[config.mk]
export PLATFORM = sky130hd
export DESIGN_NAME = blk_45f30e
export DESIGN_NICKNAME = d
export VERILOG_FILES = /design/src/rtl/blk_45f30e.sv
export SDC_FILE = /design/constraint.sdc
export NUM_CORES = 1
export LEC_CHECK = 0
export BUFFER_PORTS_ARGS = -buffer_cell sky130_fd_sc_hd__buf_2
export CAP_MARGIN = 20
export CORE_MARGIN = 3
export CORE_UTILIZATION = 45
export CTS_CLUSTER_DIAMETER = 120
export DETAILED_ROUTE_END_ITERATION = 6
export GPL_TIMING_DRIVEN = 0
export PLACE_DENSITY_LB_ADDON = 0.12
export RECOVER_POWER = 100
export SETUP_SLACK_MARGIN = 0.02
export SLEW_MARGIN = 20
export SYNTH_ARGS = -nofsm -noshare
export SYNTH_HDL_FRONTEND = slang
export SYNTH_SLANG_ARGS = --single-unit
[constraint.sdc]
create_clock -name CLK -period 2.4 [get_ports CLK]
set_clock_uncertainty 0.05 [all_clocks]
set_input_delay 0.48 -clock CLK [delete_from_list [all_inputs] [get_ports CLK]]
set_output_delay 0.48 -clock CLK [all_outputs]
set_load 0.05 [all_outputs]
[src/rtl/blk_45f30e.sv]
// Eight-lane write-side demux register with a valid/ready frame handoff.
//
// Each cycle in FILL, one BITS-wide DATA word is written into the lane that
// SELECT addresses. Once all eight lanes have been written, the block moves
// to HOLD and presents the whole frame on OUT with OUT_VALID high. It stays
// in HOLD until the consumer takes the frame with OUT_READY.
//
// Ports:
//   CLK          - clock, rising edge
//   RESET        - synchronous, active-high reset
//   DATA         - write data word (BITS)
//   SELECT       - destination lane index 0..7
//   WRITE_ENABLE - write request for DATA into lane SELECT
//   IN_READY     - writes are accepted this cycle (FILL state)
//   OUT          - packed lane registers, OUT[i] is lane i
//   VALID_MASK   - bit i set once lane i is written in the current frame
//   OVERWRITE    - sticky: some lane was written twice in the current frame
//   OUT_VALID    - full frame available on OUT (HOLD state)
//   OUT_READY    - consumer accepts the frame
module blk_45f30e #(
    parameter int unsigned BITS = 32
) (
    input  logic                  CLK,
    input  logic                  RESET,
    input  logic [BITS-1:0]       DATA,
    input  logic [2:0]            SELECT,
    input  logic                  WRITE_ENABLE,
    output logic                  IN_READY,
    output logic [7:0][BITS-1:0]  OUT,
    output logic [7:0]            VALID_MASK,
    output logic                  OVERWRITE,
    output logic                  OUT_VALID,
    input  logic                  OUT_READY
);

    typedef enum logic [0:0] {StFill, StHold} state_e;

    state_e                 state_q, state_d;
    logic [7:0][BITS-1:0]   lane_q, lane_d;
    logic [7:0]             mask_q, mask_d;
    logic                   ovw_q, ovw_d;

    logic                   wr_acc;
    logic [7:0]             sel_onehot;
    logic [7:0]             lane_we;

    // Writes are only accepted while the registered state says FILL.
    assign wr_acc     = WRITE_ENABLE && (state_q == StFill);
    assign sel_onehot = 8'b0000_0001 << SELECT;
    assign lane_we    = wr_acc ? sel_onehot : 8'h00;

    // Per-lane enable registers driven by the gated one-hot decoder.
    always_comb begin
        lane_d = lane_q;
        for (int i = 0; i < 8; i++) begin
            if (lane_we[i]) begin
                lane_d[i] = DATA;
            end
        end
    end

    always_comb begin
        state_d = state_q;
        mask_d  = mask_q;
        ovw_d   = ovw_q;
        unique case (state_q)
            StFill: begin
                if (wr_acc) begin
                    mask_d = mask_q | sel_onehot;
                    if ((mask_q & sel_onehot) != 8'h00) begin
                        ovw_d = 1'b1;
                    end
                    if ((mask_q | sel_onehot) == 8'hFF) begin
                        state_d = StHold;
                    end
                end
            end
            StHold: begin
                // Lane data is deliberately kept; only the frame bookkeeping clears.
                if (OUT_READY) begin
                    mask_d  = 8'h00;
                    ovw_d   = 1'b0;
                    state_d = StFill;
                end
            end
            default: state_d = StFill;
        endcase
    end

    always_ff @(posedge CLK) begin
        if (RESET) begin
            state_q <= StFill;
            lane_q  <= '0;
            mask_q  <= 8'h00;
            ovw_q   <= 1'b0;
        end else begin
            state_q <= state_d;
            lane_q  <= lane_d;
            mask_q  <= mask_d;
            ovw_q   <= ovw_d;
        end
    end

    // Handshake outputs decode from registered state only.
    assign IN_READY   = (state_q == StFill);
    assign OUT_VALID  = (state_q == StHold);
    assign OUT        = lane_q;
    assign VALID_MASK = mask_q;
    assign OVERWRITE  = ovw_q;

endmodule

* After elaboration in Yosys (flattened, before gate mapping)
Index checks and enable logic that the tools add are counted.
** Operators by class
- Equality and inequality tests :: 4
- Shift-type cells :: 1
- Multiplexer cells :: 12
- Bitwise operators :: 3
- Reductions and logical operators :: 4
** Operator list (number)
- 8-bit two-way mux :: 3
- 8-bit one-hot mux with 2 select lines :: 1
- 8-bit bitwise AND :: 1
- 8-bit == test, second input constant :: 1
- 8-bit bitwise OR :: 1
- 8-bit nonzero test :: 1
- 1-bit by 3-bit << shifter with 8-bit output, first input constant :: 1
- 1-bit two-way mux :: 6
- 2-bit by 1-bit != test with 1-bit output, second input constant :: 2
- 1-bit one-hot mux with 2 select lines :: 2
- 3-bit AND reduction :: 1
- 2-bit != test, second input constant :: 1
- 2-bit AND reduction :: 1
- 1-bit logical AND :: 1
- 1-bit NOT :: 1
** Storage, ports and cells
- Bits in registers :: 266
- Input bits :: 39
- Output and inout port bits :: 267
- Logic and storage cells :: 35

* Longest topological paths before layout
Gate-level depths: netlist (run 1).
- Word-level depth :: 6
- Depth in mapped cells :: 7
- Gate-level depth less buffers :: 4

* Worst setup path after synthesis (run 1)
OpenSTA, ideal clock, no wires.
- Path kind :: register to register
- From :: reg state_q, in the netlist OUT_VALID
- To :: reg lane_q, in the netlist OUT[161]
- Setup time :: 0.070 ns
- Arrival :: 1.707 ns
- Data required time :: 2.280 ns
- Slack :: 0.573 ns
- Cell stages (with the launch flop) :: 8
- Path buffers :: 3
- Period minus slack after synthesis :: 1.827 ns
- Cells stage by stage :: dfxtp_1 -> buf_2 -> nand3b_1 -> or2_2 -> clkbuf_1 -> buf_2 -> nand2_1 -> a21oi_1
** On the way
- Longest elaborated chain between the ends :: 3
** Ends and longest elaborated chain
- start: declaration :: line 38 : state_e state_q, state_d;
- start signal: assignment :: line 92 : state_q <= StFill;
- start signal: assignment :: line 97 : state_q <= state_d;
- 1-bit NOT
- 1-bit logical AND :: line 48 : assign wr_acc = WRITE_ENABLE && (state_q == StFill);
- 8-bit two-way mux :: line 50 : assign lane_we = wr_acc ? sel_onehot : 8'h00;
- end signal: assignment :: line 98 : lane_q <= lane_d;
- end: declaration :: line 39 : logic [7:0][BITS-1:0] lane_q, lane_d;
Every way passes these cells.
A chain may end at the register's enable or synchronous reset.

* Worst setup path after layout (run 1)
- From :: reg state_q, in the netlist OUT_VALID
- To :: out IN_READY
** On the way
- Longest elaborated chain between the ends :: 1
** Ends and longest elaborated chain
- 1-bit NOT
- end: declaration :: line 28 : output logic IN_READY,
Every way passes these cells.

==> results of run 1 <==
[cells by family after synthesis]
kind of cell	after synthesis	share of synthesized area, %
and+or+nand+nor	552	22.7
AOI/OAI and AO/OA	274	14.7
DFF	266	55.5
buffers and inverters	122	6.60
muxes	3	0.457
[routing by layer]
layer,up-vias,share of wire [%]
met2,385,46
li1,4491,-
met5,-,0
met1,4290,43
met3,52,8.6
met4,0,2.5
[per-stage QoR]
| step | hold slack (ns) | worst slack (ns) |
|---|---|---|
| 2_1_floorplan | 0.620 | 0.573 |
| 6_report | 0.207 | 0.271 |
| 3_3_place_gp | 0.389 | 0.125 |
| 5_1_grt | 0.203 | 0.151 |
| 4_1_cts | 0.196 | 0.438 |
| 3_5_place_dp | 0.393 | 0.0874 |
[critical path, stage by stage (launching register included)]
cell	delay, ns
dfxtp_1	0.31
buf_2	0.18
inv_1	0.11
clkbuf_1	0.47
[worst max-delay path by stage]
stage,cells after the start,to,slack [ns],startpoint
2_1_floorplan,7,OUT[161],0.57,OUT_VALID
3_3_place_gp,4,OUT[221],0.13,RESET
3_5_place_dp,4,OUT[36],0.09,RESET
4_1_cts,6,OUT[187],0.44,OUT_VALID
5_1_grt,6,OUT[175],0.15,OUT_VALID
6_report,3,IN_READY,0.27,OUT_VALID
[state kept, by name (all words and copies together) (netlist names)]
register	count
OUT_VALID	1
OUT	256
VALID_MASK	8
OVERWRITE	1
[area by class of cell]
class / count / area [um2] / area share [%]
Sequential cell: 266 / 5330 / 45.5
Multi-Input combinational cell: 829 / 3610 / 30.8
Timing Repair Buffer: 271 / 1020 / 8.73
Clock buffer: 40 / 774 / 6.61
Buffer: 119 / 601 / 5.13
Tap cell: 270 / 338 / 2.88
Clock inverter: 1 / 30.0 / 0.256
Inverter: 3 / 11.3 / 0.0962
[cell usage in the layout, fill, tap and decap left out, types with 5 or more instances in the layout]
cell type,instances
o21a_1,7
nor2_1,8
clkbuf_1,327
buf_4,29
clkbuf_8,5
clkbuf_16,27
buf_2,36
nand2_1,518
a21oi_1,258
dfxtp_1,266
[report_power, final]
group | switching [mW] | internal, mW | leakage (nW)
clock network | 1.67 | 2.30 | 0.392
registers | 0.0542 | 4.51 | 2.15
logic | 0.736 | 0.172 | 1.43
==> impl_metrics.toml, run 1 <==
[synthesis]
synth_area_leaders = "dfxtp_1 (56%), nand2_1 (20%), a21oi_1 (13%)"
yosys.cell_count.top_type = "nand2_1"
synthArstFlopShare_pct = 0
synth_top_area_cell = "dfxtp_1"
synth_cells = 1217
synth_area_per_cell_um2 = 7.88
synthTopCellsByCount = "nand2_1 (518), dfxtp_1 (266), a21oi_1 (258)"
synth_flop_cell = "dfxtp_1"
ys_ff_latch = 266
netlist_area_um2 = 9590
synth_top_cell_area_share_pct = 55.5
ys_seq_area_share_pct = 55.5
synth-edff-count = 0
syn_nets = 1256
ys_types = 37
yosys_warnings = 0

[setup_path]
required_ns = 1.87
reg2reg_slack_ns = 0.29
endpoint_kind = "output port"
arrival_ns = 1.60
crit_path_start_kind = "flop"
critical_path_class = "reg -> out"
worst-path-max-fanout = 10
reg2reg_depth = 6
r2r-start = "OUT_VALID"
r2r_end = "OUT[102]"

[floorplan]
core_um2 = 20600
die_area_um2 = 23100
start_util_pct = 46.6
die_h_um = 152
die_w_um = 152
rows = 52
io_pins = 306

[global_routing]
antenna_found_initial = 0
grt.met1_usage_pct = 37.0
grt_busiest_layer = "met2"
grt_max_degree = 13
grt_util_all_layers_pct = 27.4
grt_pass1_wl_um = 50800
grtUsageMet2_pct = 44.4
grt_pass1_vias = 8560
overflow = 0
grt_use_met3_pct = 6.48

[worst_hold_path]
hold_depth = 3
hold_path_class = "in -> reg"
worstHoldStart = "DATA[11]"
hold-path-endpoint = "OUT[75]"

[power]
finalPower_mw = 9.44
power.density_nw_per_um2 = 806
irDropWorstVdd_mv = 0.455
p_leak_nw = 3.97

[cts]
clock_latency_ns = 0.52
cts_tree = "done"
htreeDepth = 1
post_cts_buffers = 0
clk_path_buf_depth = 3
clk_pin_slew_worst_paths_ns = 0.07
cts_made_buffers = 27
cts_resized = 0
clkSinkCount = 266
cts_hold_buf = 0
cts_root_buf = "clkbuf_16"

[placement]
place_area_um2 = 11300
portBuffers = 271
dpl.hpwl_um = 23900
dp.cells = 1758
place.gp.congestion = 0.839

[detailed_routing]
drt-pass1-iter-count = 6
routedWlPerCell_um = 18.7
wl_um = 33600
drt-initial-drc-count = 562
antenna_left = 0
drc = 0
via_per_inst = 5.12
vias = 9218

[final_layout]
nFillCells = 2155
syn_to_final_growth_pct = 22.1
antenna_cells = 0
drive_gt1_share_pct = 7.06
fin_area_um2 = 11700
fin_util_pct = 57.0
final_nets = 1556
fin_cells = 1799

[run_status]
status = "finished, final reports clean"

[timing]
final_hold_viol_count = 0
fin_crit_ns = 2.13
fmax_mhz = 470
slew_headroom_pct = 49.0
setup_violations = 0
setup_tns_ns = 0
worst_slew_pin_slew_ns = 0.768
rsz0062_at_grt = "no"
drv_slew = 0
fin_crit_sh_pct = 88.7

[flow_run]
maxCapViolCount = 0
Note: power is estimated with default switching activity, not from simulation.
==> run 2: changes to the inputs <==
--- a/config.mk
+++ b/config.mk
@@ -7,6 +7,7 @@
 export LEC_CHECK = 0
 export BUFFER_PORTS_ARGS = -buffer_cell sky130_fd_sc_hd__buf_2
 export CAP_MARGIN = 20
+export CORE_ASPECT_RATIO = 1.5
 export CORE_MARGIN = 3
 export CORE_UTILIZATION = 45
 export CTS_CLUSTER_DIAMETER = 120
==> impl_metrics.toml, run 2 (synthesis gave the netlist of run 1 again) <==
[setup_path]
endpoint_kind = "flop"
cp_cell_sequence = "buf_2 > nor2_1 > and3_1 > clkbuf_2 > clkbuf_1 > nand2_1 > a21oi_1"
crit_slowest_cell = "clkbuf_1"
worst-path-max-fanout = 10
crit_path_start_kind = "flop"
arrival_ns = 2.53
required_ns = 2.80
max_stage_delay_ns = 0.53
critical_path_class = "reg -> reg"

[final_layout]
syn_to_final_growth_pct = 22.1
antenna_cells = 0
fin_util_pct = 56.7
largest_reg_flops = 256
final_common_cell = "nand2_1"
drive_gt1_share_pct = 7.05
layout_common_cells = "nand2_1 (518), clkbuf_1 (329), dfxtp_1 (266)"
nFillCells = 2149
final_nets = 1554

[floorplan]
io_pins = 306
rows = 64
die_area_um2 = 23100
die_w_um = 125
core_um2 = 20700
start_util_pct = 46.4
die_h_um = 185

[detailed_routing]
antenna_left = 0
drc = 0
vias = 9214
routedWlPerCell_um = 18.8
drt-pass1-iter-count = 5
via_per_inst = 5.13
drt-initial-drc-count = 525
wl_um = 33800

[cts]
cts_tree = "done"
cts_resized = 0
htreeDepth = 1
clk_pin_slew_worst_paths_ns = 0.06
cts_hold_buf = 0
cts_made_buffers = 25
cts_root_buf = "clkbuf_16"
clock_latency_ns = 0.52
clk_path_buf_depth = 3
post_cts_buffers = 0
clkSinkCount = 266

[timing]
fmax_mhz = 469
fin_crit_sh_pct = 88.9
setup_slack_ns = 0.266
rsz0062_at_grt = "no"
drv_slew = 0
worst_slew_pin_slew_ns = 0.821
setup_tns_ns = 0
fin_crit_ns = 2.13
timing.hold.ws_ns = 0.213
final_hold_viol_count = 0
setup_violations = 0
slew_headroom_pct = 45.3

[global_routing]
grt_pass1_wl_um = 50200
grt_util_all_layers_pct = 27.6
grt_pass1_vias = 8684
grt_max_degree = 15
antenna_found_initial = 0
overflow = 0

[flow_run]
maxCapViolCount = 0

[placement]
dpl.hpwl_um = 24200
portBuffers = 271
dp_slack_ns = 0.0525
place.gp.congestion = 0.827

[power]
power_switching_mw = 2.46
pwr-share-comb_pct = 9.5
p_sw_share_pct = 25.9
p_int_mw = 7.03
power.density_nw_per_um2 = 810
irDropWorstVdd_mv = 0.645
p_leak_nw = 3.96
clkPwrFrac_pct = 42.4
seqPwrFrac_pct = 48.1

[run_status]
status = "finished, final reports clean"

[worst_hold_path]
hold_path_class = "in -> reg"
==> run 2: routing by layer <==
metal	wire length, um	vias to the layer above	track usage [%]
met5	0	-	0
met4	1200	0	10.2
met3	2490	65	5.94
met2	17200	315	50.1
met1	12900	4345	31.9
li1	-	4489	-
==> run 2: final timing paths <==
kind / start / endpoint / slack [ns] / cells past startpoint
max reg2reg: OUT_VALID / OUT[158] / 0.27 / 7
min reg2reg: OUT[140] / OUT[140] / 0.40 / 2
max: OUT_VALID / OUT[158] / 0.27 / 7
min: DATA[21] / OUT[21] / 0.21 / 3
==> run 2: power by group through the flow <==
stage	sequential, mW	combinational [mW]	clock, mW
global placement	4.65	0.932	0
detailed placement	4.66	0.938	0
floorplan	4.98	0.331	0
CTS	4.56	0.939	4.05
finish	4.56	0.902	4.02
global route	4.57	0.962	4.22
==> run 2: critical path: cells and delay by family, from the launching register on <==
kind | cells | cell delay (ns)
AO/OA/AOI/OAI | 1 | 0.16
buffers and inverters | 3 | 0.98
flip-flops | 1 | 0.31
AND/OR/NAND/NOR | 3 | 0.57
==> run 2: stage by stage <==
stage / std cells / area (um2) / total power [mW]
floorplan: 1217 / 9590 / 5.32
global placement: 1752 / 11300 / 5.59
detailed placement: 1752 / 11300 / 5.60
CTS: 1795 / 12100 / 9.55
global route: 1795 / 11700 / 9.75
finish: 1795 / 11700 / 9.49
==> run 2: cell type report <==
cell class | count | area, um2 | share of cell area, %
flip-flops and latches | 266 | 5330 | 45.5
multi-input cells | 829 | 3600 | 30.7
repair buffers | 271 | 1020 | 8.73
clock buffers | 40 | 752 | 6.42
plain buffers | 119 | 603 | 5.15
well taps | 264 | 330 | 2.82
clock inverters | 3 | 68.8 | 0.588
inverters | 3 | 11.3 | 0.0961
==> run 3: changes to the inputs <==
--- a/config.mk
+++ b/config.mk
@@ -7,9 +7,11 @@
 export LEC_CHECK = 0
 export BUFFER_PORTS_ARGS = -buffer_cell sky130_fd_sc_hd__buf_2
 export CAP_MARGIN = 20
+export CELL_PAD_IN_SITES_DETAIL_PLACEMENT = 0
+export CELL_PAD_IN_SITES_GLOBAL_PLACEMENT = 1
 export CORE_ASPECT_RATIO = 1.5
 export CORE_MARGIN = 3
-export CORE_UTILIZATION = 45
+export CORE_UTILIZATION = 39
 export CTS_CLUSTER_DIAMETER = 120
 export DETAILED_ROUTE_END_ITERATION = 6
 export GPL_TIMING_DRIVEN = 0
==> impl_metrics.toml, run 3 (synthesis gave the netlist of run 1 again) <==
[global_routing]
grt_util_all_layers_pct = 25.2
grt_max_degree = 16
grt_pass1_vias = 8394
grt_pass1_wl_um = 51700
overflow = 0
antenna_found_initial = 1

[flow_run]
maxCapViolCount = 0

[setup_path]
endpoint_kind = "flop"
path_delay_family = "simple AND/OR/NAND/NOR gates"
required_ns = 2.79
crit_cells = 6
crit_path_start_kind = "flop"
reg2reg_slack_ns = 0.18
worst-path-max-fanout = 10
r2r_end = "OUT[55]"
arrival_ns = 2.61
cp_cell_sequence = "buf_2 > or3b_1 > nor2_1 > clkbuf_1 > nand2_1 > a21oi_1"
max_stage_delay_ns = 0.48
endpoint = "OUT[55]"
critical_path_class = "reg -> reg"
reg2reg_depth = 6
r2r-start = "OUT_VALID"
crit_slowest_cell = "clkbuf_1"
crit_path_start = "OUT_VALID"
critPathBufInv = 2

[timing]
setup_violations = 0
drv_slew = 0
timing.hold.ws_ns = 0.213
rsz0062_at_grt = "no"
fin_crit_sh_pct = 92.3
fin_crit_ns = 2.22
fmax_mhz = 451
slew_headroom_pct = 40.3
worst_slew_pin_slew_ns = 0.892
final_hold_viol_count = 0

[cts]
clk_pin_slew_worst_paths_ns = 0.06
cts_root_buf = "clkbuf_16"
clk_path_buf_depth = 3
cts_resized = 0
clkSinkCount = 266
post_cts_buffers = 0
clock_latency_ns = 0.52
cts_tree = "done"
htreeDepth = 1
cts_made_buffers = 25
cts_hold_buf = 0

[placement]
dp.cells = 1807
place_area_um2 = 11300
place.gp.congestion = 0.784
portBuffers = 271
dpl.hpwl_um = 25000

[floorplan]
core_um2 = 23900
start_util_pct = 40.1
rows = 69
io_pins = 306
die_w_um = 134
die_area_um2 = 26500
die_h_um = 198

[detailed_routing]
antenna_left = 0
via_per_inst = 4.94
routedWlPerCell_um = 19.0
drt-pass1-iter-count = 5
wl_um = 35200
vias = 9143
drc = 0
drt-initial-drc-count = 604

[power]
p_leak_nw = 4.00
power.density_nw_per_um2 = 826
irDropWorstVdd_mv = 0.579

[worst_hold_path]
hold_path_class = "in -> reg"

[final_layout]
fin_area_um2 = 11800
final_common_cell = "nand2_1"
fin_cells = 1851
antenna_cells = 0
final_nets = 1554
drive_gt1_share_pct = 7.25
largest_reg_flops = 256
syn_to_final_growth_pct = 23.6
fin_util_pct = 49.5
layout_common_cells = "nand2_1 (518), clkbuf_1 (327), dfxtp_1 (266)"

[run_status]
status = "finished, final reports clean"
run 3: changes by cell type in the layout (fill, tap and decap cells not counted), moves of 2 or more:
cell,before,now
buf_2,29,27
clkbuf_8,7,5
buf_4,31,29
clkinv_2,0,5
clkbuf_1,329,327
bufinv_16,2,5
run 3: final cells by class:
| type | count | area, um2 |
|---|---|---|
| Buffer | 119 | 596 |
| Multi-Input combinational cell | 829 | 3610 |
| Timing Repair Buffer | 271 | 1020 |
| Sequential cell | 266 | 5330 |
| Clock buffer | 33 | 706 |
| Clock inverter | 11 | 183 |
| Tap cell | 319 | 399 |
| Fill cell | 2595 | 12100 |
| Inverter | 3 | 11.3 |
run 3: worst min path at each step:
stage | from | slack (ns) | cells after the start | to
5_1_grt | DATA[11] | 0.20 | 3 | OUT[11]
4_1_cts | DATA[11] | 0.19 | 3 | OUT[203]
6_report | DATA[11] | 0.21 | 3 | OUT[11]
2_1_floorplan | OUT_READY | 0.62 | 3 | VALID_MASK[6]
3_3_place_gp | OVERWRITE | 0.39 | 2 | OVERWRITE
3_5_place_dp | OUT[187] | 0.39 | 2 | OUT[187]
run 3: worst reg2reg max path: stages (launching register included):
cell and delay, ns:
dfxtp_1 0.31, buf_2 0.19, or3b_1 0.42, nor2_1 0.42
clkbuf_1 0.48, nand2_1 0.14, a21oi_1 0.13
run 3: power by group:
group          internal [mW]  switching (mW)  leakage (nW)
Combinational          0.171           0.740          1.41
Sequential              4.51          0.0537          2.15
Clock                   2.60            1.71         0.438
run 3: stage by stage:
| stage | setup TNS, ns | setup WS, ns | power (mW) |
|---|---|---|---|
| floorplan | 0 | 0.573 | 5.32 |
| global placement | 0 | 0.00926 | 5.60 |
| detailed placement | -0.500 | -0.0590 | 5.61 |
| CTS | 0 | 0.238 | 9.89 |
| global route | 0 | 0.0764 | 10.1 |
| finish | 0 | 0.184 | 9.78 |
run 3: metal layers:
layer / track usage, % / routed length (um) / up-vias / part of all wire [%]
li1: - / - / 4495 / -
met1: 31.2 / 14000 / 4272 / 40
met2: 44.9 / 17800 / 324 / 51
met3: 4.78 / 2520 / 50 / 7.1
met4: 7.06 / 838 / 2 / 2.4
met5: 0 / 7 / - / 0.020
